`src/rtl/ps2_scancode_decoder_if.sv`:
```
// Key-event bus between the PS/2 byte source and the scan-code decoder.
// master drives received bytes; slave (the decoder) returns decoded key events.
interface ps2_scancode_decoder_if #(
  parameter int CNT_W = 8
);
  logic             code_valid;
  logic [7:0]       code;
  logic             key_valid;
  logic [7:0]       key_code;
  logic             key_ext;
  logic             key_make;
  logic             key_repeat;
  logic [7:0]       key_ascii;
  logic             key_down;
  logic [CNT_W-1:0] press_count;

  modport master (
    output code_valid, code,
    input  key_valid, key_code, key_ext, key_make, key_repeat,
           key_ascii, key_down, press_count
  );

  modport slave (
    input  code_valid, code,
    output key_valid, key_code, key_ext, key_make, key_repeat,
           key_ascii, key_down, press_count
  );
endinterface

```
`src/rtl/ps2_scancode_decoder.sv`:
```
// Set-2 scan-code decoder: strips E0/F0 prefixes and emits one registered key
// event per completed code, with repeat detection, shift-aware ASCII and a press counter.
module ps2_scancode_decoder #(
  parameter int CNT_W = 8
) (
  input logic                   clk,
  input logic                   reset,
  ps2_scancode_decoder_if.slave bus_if
);

  typedef enum logic [1:0] {
    S_IDLE,
    S_E0,
    S_F0,
    S_E0F0
  } state_e;

  localparam logic [7:0] B_E0 = 8'hE0;
  localparam logic [7:0] B_F0 = 8'hF0;

  state_e           state_q, state_d;
  logic             evt_fire_d, evt_ext_d, evt_make_d;

  logic             key_valid_q;
  logic [7:0]       key_code_q;
  logic             key_ext_q;
  logic             key_make_q;
  logic             key_repeat_q;
  logic [7:0]       key_ascii_q;
  logic             key_down_q;
  logic [CNT_W-1:0] press_count_q;
  logic             held_ext_q;
  logic [7:0]       held_code_q;
  logic             shift_l_q, shift_r_q;
  logic             held_match_d;

  function automatic logic [7:0] ascii_of(input logic [7:0] b, input logic upper);
    logic [7:0] letter;
    logic [7:0] other;
    letter = 8'h00;
    other  = 8'h00;
    case (b)
      8'h1C: letter = 8'h61; 8'h32: letter = 8'h62; 8'h21: letter = 8'h63;
      8'h23: letter = 8'h64; 8'h24: letter = 8'h65; 8'h2B: letter = 8'h66;
      8'h34: letter = 8'h67; 8'h33: letter = 8'h68; 8'h43: letter = 8'h69;
      8'h3B: letter = 8'h6A; 8'h42: letter = 8'h6B; 8'h4B: letter = 8'h6C;
      8'h3A: letter = 8'h6D; 8'h31: letter = 8'h6E; 8'h44: letter = 8'h6F;
      8'h4D: letter = 8'h70; 8'h15: letter = 8'h71; 8'h2D: letter = 8'h72;
      8'h1B: letter = 8'h73; 8'h2C: letter = 8'h74; 8'h3C: letter = 8'h75;
      8'h2A: letter = 8'h76; 8'h1D: letter = 8'h77; 8'h22: letter = 8'h78;
      8'h35: letter = 8'h79; 8'h1A: letter = 8'h7A;
      8'h45: other = 8'h30;  8'h16: other = 8'h31;  8'h1E: other = 8'h32;
      8'h26: other = 8'h33;  8'h25: other = 8'h34;  8'h2E: other = 8'h35;
      8'h36: other = 8'h36;  8'h3D: other = 8'h37;  8'h3E: other = 8'h38;
      8'h46: other = 8'h39;  8'h29: other = 8'h20;  8'h5A: other = 8'h0D;
      default: ;
    endcase
    return (letter != 8'h00) ? (upper ? letter - 8'h20 : letter) : other;
  endfunction

  // Prefix tracking: decides whether this byte completes an event and what kind.
  always_comb begin
    // NOTE: every always_comb output gets a default first so no path infers a latch.
    state_d    = state_q;
    evt_fire_d = 1'b0;
    evt_ext_d  = 1'b0;
    evt_make_d = 1'b0;
    if (bus_if.code_valid) begin
      case (state_q)
        S_IDLE: begin
          if (bus_if.code == B_E0)      state_d = S_E0;
          else if (bus_if.code == B_F0) state_d = S_F0;
          else if (bus_if.code != 8'hAA && bus_if.code != 8'hFA && bus_if.code != 8'hFE) begin
            evt_fire_d = 1'b1;
            evt_make_d = 1'b1;
          end
        end
        S_E0: begin
          if (bus_if.code == B_F0)      state_d = S_E0F0;
          else if (bus_if.code != B_E0) begin
            state_d    = S_IDLE;
            evt_fire_d = 1'b1;
            evt_ext_d  = 1'b1;
            evt_make_d = 1'b1;
          end
        end
        S_F0: begin
          if (bus_if.code != B_F0) begin
            state_d    = S_IDLE;
            evt_fire_d = 1'b1;
          end
        end
        S_E0F0: begin
          if (bus_if.code != B_F0) begin
            state_d    = S_IDLE;
            evt_fire_d = 1'b1;
            evt_ext_d  = 1'b1;
          end
        end
        default: state_d = S_IDLE;
      endcase
    end
  end

  assign held_match_d = ({held_ext_q, held_code_q} == {evt_ext_d, bus_if.code});

  // NOTE: all state is updated with non-blocking assignments so every register
  // samples pre-edge values regardless of statement order.
  always_ff @(posedge clk) begin
    if (reset) begin
      state_q       <= S_IDLE;
      key_valid_q   <= 1'b0;
      key_code_q    <= 8'h00;
      key_ext_q     <= 1'b0;
      key_make_q    <= 1'b0;
      key_repeat_q  <= 1'b0;
      key_ascii_q   <= 8'h00;
      key_down_q    <= 1'b0;
      press_count_q <= '0;
      held_ext_q    <= 1'b0;
      held_code_q   <= 8'h00;
      shift_l_q     <= 1'b0;
      shift_r_q     <= 1'b0;
    end else begin
      state_q     <= state_d;
      key_valid_q <= evt_fire_d;
      if (evt_fire_d) begin
        key_code_q  <= bus_if.code;
        key_ext_q   <= evt_ext_d;
        key_make_q  <= evt_make_d;
        key_ascii_q <= evt_ext_d ? 8'h00 : ascii_of(bus_if.code, shift_l_q | shift_r_q);
        if (evt_make_d) begin
          if (key_down_q && held_match_d) begin
            key_repeat_q <= 1'b1;
          end else begin
            key_repeat_q  <= 1'b0;
            held_ext_q    <= evt_ext_d;
            held_code_q   <= bus_if.code;
            key_down_q    <= 1'b1;
            press_count_q <= press_count_q + CNT_W'(1);
          end
        end else begin
          key_repeat_q <= 1'b0;
          if (held_match_d) key_down_q <= 1'b0;
        end
        if (!evt_ext_d && bus_if.code == 8'h12) shift_l_q <= evt_make_d;
        if (!evt_ext_d && bus_if.code == 8'h59) shift_r_q <= evt_make_d;
      end
    end
  end

  assign bus_if.key_valid   = key_valid_q;
  assign bus_if.key_code    = key_code_q;
  assign bus_if.key_ext     = key_ext_q;
  assign bus_if.key_make    = key_make_q;
  assign bus_if.key_repeat  = key_repeat_q;
  assign bus_if.key_ascii   = key_ascii_q;
  assign bus_if.key_down    = key_down_q;
  assign bus_if.press_count = press_count_q;

endmodule
```
`src/flat_wrapper.sv`:
```
// flat-port wrapper written by rule: the top's interface ports become plain ports
module ps2_scancode_decoder_flat 
#(
  parameter int CNT_W = 8
)
  (clk, reset, bus_if_code_valid, bus_if_code, bus_if_key_valid, bus_if_key_code, bus_if_key_ext, bus_if_key_make, bus_if_key_repeat, bus_if_key_ascii, bus_if_key_down, bus_if_press_count);
  ps2_scancode_decoder_if #(.CNT_W(CNT_W)) bus_if_i ();
  input logic clk;
  input logic reset;
  input wire logic [$bits(bus_if_i.code_valid)-1:0] bus_if_code_valid;
  input wire logic [$bits(bus_if_i.code)-1:0] bus_if_code;
  output wire logic [$bits(bus_if_i.key_valid)-1:0] bus_if_key_valid;
  output wire logic [$bits(bus_if_i.key_code)-1:0] bus_if_key_code;
  output wire logic [$bits(bus_if_i.key_ext)-1:0] bus_if_key_ext;
  output wire logic [$bits(bus_if_i.key_make)-1:0] bus_if_key_make;
  output wire logic [$bits(bus_if_i.key_repeat)-1:0] bus_if_key_repeat;
  output wire logic [$bits(bus_if_i.key_ascii)-1:0] bus_if_key_ascii;
  output wire logic [$bits(bus_if_i.key_down)-1:0] bus_if_key_down;
  output wire logic [$bits(bus_if_i.press_count)-1:0] bus_if_press_count;
  assign bus_if_i.code_valid = bus_if_code_valid;
  assign bus_if_i.code = bus_if_code;
  assign bus_if_key_valid = bus_if_i.key_valid;
  assign bus_if_key_code = bus_if_i.key_code;
  assign bus_if_key_ext = bus_if_i.key_ext;
  assign bus_if_key_make = bus_if_i.key_make;
  assign bus_if_key_repeat = bus_if_i.key_repeat;
  assign bus_if_key_ascii = bus_if_i.key_ascii;
  assign bus_if_key_down = bus_if_i.key_down;
  assign bus_if_press_count = bus_if_i.press_count;
  ps2_scancode_decoder #(.CNT_W(CNT_W)) u_core (.clk(clk), .reset(reset), .bus_if(bus_if_i));
endmodule
```
`config.mk`:
```
export PLATFORM = sky130hd
export DESIGN_NAME = ps2_scancode_decoder_flat
export DESIGN_NICKNAME = d
export VERILOG_FILES = /design/src/rtl/ps2_scancode_decoder_if.sv /design/src/rtl/ps2_scancode_decoder.sv /design/src/flat_wrapper.sv
export SDC_FILE = /design/constraint.sdc
export NUM_CORES = 1
export LEC_CHECK = 0
export CAP_MARGIN = 30
export CORE_MARGIN = 5
export CORE_UTILIZATION = 40
export DETAILED_ROUTE_END_ITERATION = 16
export GPL_ROUTABILITY_DRIVEN = 1
export PLACE_DENSITY = 0.62
export SLEW_MARGIN = 20
export SYNTH_ARGS = -nofsm -noshare
export SYNTH_HDL_FRONTEND = slang
export SYNTH_SLANG_ARGS = --single-unit
```
`constraint.sdc`:
```
create_clock -name clk -period 3.4 [get_ports clk]
set_clock_uncertainty 0.15 [all_clocks]
set_input_delay 1.02 -clock clk [delete_from_list [all_inputs] [get_ports clk]]
set_output_delay 1.02 -clock clk [all_outputs]
set_load 0.05 [all_outputs]
```
==> flow_metrics.env <==
export IMPL_synth_area_um2=2720
export IMPL_clock_sinks=42
export IMPL_dpl_cell_count=505
export IMPL_ys_warnings_count=0
export IMPL_p_leak_uw=0.00151
export IMPL_synth_edff_count=0
export IMPL_clk_pin_slew_worst_paths_ns=0.08
export IMPL_cpMostUsedCell="buf_4"
export IMPL_cp_top_family="buffers and inverters"
export IMPL_rows=30
export IMPL_nNetsFinal=451
export IMPL_routed_wl_mm=8.27
export IMPL_portBuffers=39
export IMPL_setup_viol=0
export IMPL_slowest_stage="clkdlybuf4s50_1"
export IMPL_firstDrtPassIters=4
export IMPL_die_h_um=92.4
export IMPL_max_freq_mhz=303
export IMPL_ir_drop_mv=0.258
export IMPL_path_class="in -> reg"
export IMPL_num_antenna_cells=0
export IMPL_fin_cells=518
export IMPL_grt_pass1_vias=2732
export IMPL_final_hold_viol_count=0
export IMPL_num_fill_cells=641
export IMPL_min_period_over_period=0.972
export IMPL_syn_num_nets=358
export IMPL_worstPathRequired_ns=3.48
export IMPL_maxCapViolCount=0
export IMPL_die_w_um=92.4
export IMPL_slowest_delay_ns=0.41
export IMPL_antenna_found_initial=0
export IMPL_layout_drive_gt1_share=0.240
export IMPL_ys_flop_type="dfxtp_1"
export IMPL_hold_path_class="reg -> reg"
export IMPL_boundaryPins=40
export IMPL_drt_iter0_drc=128
export IMPL_start_kind="input pin"
export IMPL_p_per_area_nw_per_um2=312
export IMPL_core_area_um2=6720
export IMPL_dieArea_um2=8550
export IMPL_cts_hold_buf=0
export IMPL_r2r_slack_ns=1.34
export IMPL_final_util=0.576
export IMPL_slew_headroom=0.660
export IMPL_path_max_fanout=4
export IMPL_grt_pass1_wl_mm=13.7
export IMPL_synth_seq_cells=42
export IMPL_clockBufferDepth=2
export IMPL_cts_tree="built"
export IMPL_tightest_slew_ns=0.509
export IMPL_grt_use_total=0.198
export IMPL_dp_hpwl_mm=6.30
export IMPL_viasPerCell=5.48
export IMPL_async_flop_share=0
export IMPL_setup_worst_path_end_class="flip-flop"
export IMPL_ys_types=65
export IMPL_synthCells=344
export IMPL_status="finished clean"
export IMPL_vias=2840
export IMPL_path_cells="clkdlybuf4s50_1 > buf_6 > buf_12 > buf_4 > nand3b_1 > nor4b_2 > a22oi_1 > o21ai_1 > nor3_2 > buf_4 > ha_1 > or4b_1 > o21ai_0"
export IMPL_avgRoutedWirePerCell_um=16.0
export IMPL_drv_slew=0
export IMPL_clkLatencyLatePin_ns=0.30
export IMPL_ant_nets=0
export IMPL_drc_errors=0
export IMPL_place_gp_congestion=0.882
export IMPL_seq_area_frac_synth=0.309
export IMPL_finalSetupTns_ns=0
export IMPL_worstPathArrival_ns=3.38
export IMPL_finalCriticalPeriod_ns=3.31
export IMPL_syn_to_final_growth_pct=42.3
export IMPL_syn_area_per_cell_um2=7.90
export IMPL_grt_max_degree=26
export IMPL_htree_levels=2
export IMPL_crit_buf_inv=5
export IMPL_whs_ns=0.288
export IMPL_cts_inserted_buffers=5
export IMPL_cts_root_buf="clkbuf_8"
export IMPL_start_util=0.405
export IMPL_overflow=0
routing by layer:
layer / GRT usage / vias to the layer above / share of wire
met1: 0.265 / 1348 / 0.48
met3: 0.0431 / 13 / 0.031
met5: 0 / - / 0
met4: 0.0594 / 0 / 0.021
met2: 0.319 / 41 / 0.47
li1: - / 1438 / -
metrics by stage:
step                      cell area (um^2)  power (uW)  worst slack (ns)
final                                 3870        1210            0.0944
after CTS                             3790        1210            0.0468
after floorplan                       2720         726             0.159
after global placement                3650         866            -0.430
after global routing                  3870        1280           -0.0258
after detailed placement              3650         868            -0.487
state kept, by name, summed over array words and instances, names as in the netlist:
register / count
u_core.bus_if.press_count: 8
u_core.bus_if.key_make: 1
u_core.bus_if.key_ascii: 8
u_core.bus_if.key_valid: 1
u_core.state_q: 2
u_core.held_ext_q: 1
u_core.held_code_q: 8
u_core.bus_if.key_repeat: 1
u_core.shift_l_q: 1
u_core.bus_if.key_down: 1
u_core.bus_if.key_ext: 1
u_core.shift_r_q: 1
u_core.bus_if.key_code: 8
worst min-delay path: cells and delay by family, from the launching register on:
kind | cells | cell delay [ns]
AND/OR/NAND/NOR | 2 | 0.09
flip-flops | 1 | 0.31
Yosys cell counts, drive strengths merged (3+ instances only):
library cell,count,area share
nor2,44,0.061
dfxtp,42,0.31
a21oi,24,0.044
nand2,23,0.032
o21ai,19,0.035
buf,15,0.032
mux2i,15,0.055
nand3,15,0.028
clkbuf,13,0.018
nand2b,12,0.028
xnor2,12,0.041
inv,10,0.014
nand4,8,0.018
nor3,8,0.015
nor3b,6,0.017
nor4b,6,0.025
a31oi,5,0.019
o22ai,5,0.012
a31o,4,0.016
and2,3,0.0069
and3b,3,0.011
ha,3,0.014
nand3b,3,0.0083
o311a,3,0.011
cell usage in the layout (no fill, tap or decap), drive strengths merged, types with 4 or more instances in the layout:
master         netlist  routed
nor4b                6       6
buf                 15      75
nor2                44      44
o21ai               19      19
nor3b                6       6
nand3               15      15
a31o                 4       4
dfxtp               42      42
nand2b              12      12
dlygate4sd2          0       4
inv                 10      10
clkbuf              13       6
o22ai                5       5
clkdlybuf4s50        0      35
nand2               23      23
nor3                 8       8
nand4                8       8
a31oi                5       5
a21oi               24      24
xnor2               12      12
mux2i               15      15
repair_timing:
item                       in CTS  in global routing
resized for setup               7                 13
setup endpoints to repair       3                  9
pin swaps                       4                  4
buffers inserted                3                  2
power breakdown:
group	total, uW	internal [uW]	switching, uW
registers	526	512	14.6
logic	342	153	189
clock network	340	163	176
layout make-up:
type	count	area (um^2)	area share
Multi-Input combinational cell	264	1780	0.460
Timing Repair Buffer	114	1010	0.262
Sequential cell	42	841	0.217
Tap cell	80	100	0.0259
Clock buffer	6	82.6	0.0213
Inverter	10	37.5	0.00970
Clock inverter	2	12.5	0.00323
final timing paths:
kind,from,end,cells after the start
max,bus_if_code[3],u_core.bus_if.key_ascii[7]$_SDFFE_PP0P_,13
min,u_core.bus_if.key_ascii[2]$_SDFFE_PP0P_,u_core.bus_if.key_ascii[2]$_SDFFE_PP0P_,2
max reg2reg,u_core.state_q[1]$_SDFFE_PP0P_,u_core.bus_if.press_count[7]$_SDFFE_PP0P_,6
min reg2reg,u_core.bus_if.key_ascii[2]$_SDFFE_PP0P_,u_core.bus_if.key_ascii[2]$_SDFFE_PP0P_,2
kinds of logic (layout without fill, tap and decap cells):
family,Yosys count,in the layout,share of synthesized area
AOI/OAI and AO/OA,80,80,0.200
xor gates and xnor gates,14,14,0.0479
adders and majority gates,3,3,0.0138
buffers and inverters,38,132,0.0635
DFF,42,42,0.309
muxes,15,15,0.0552
and+or+nand+nor,152,152,0.310
(Power assumes the default switching activity.)
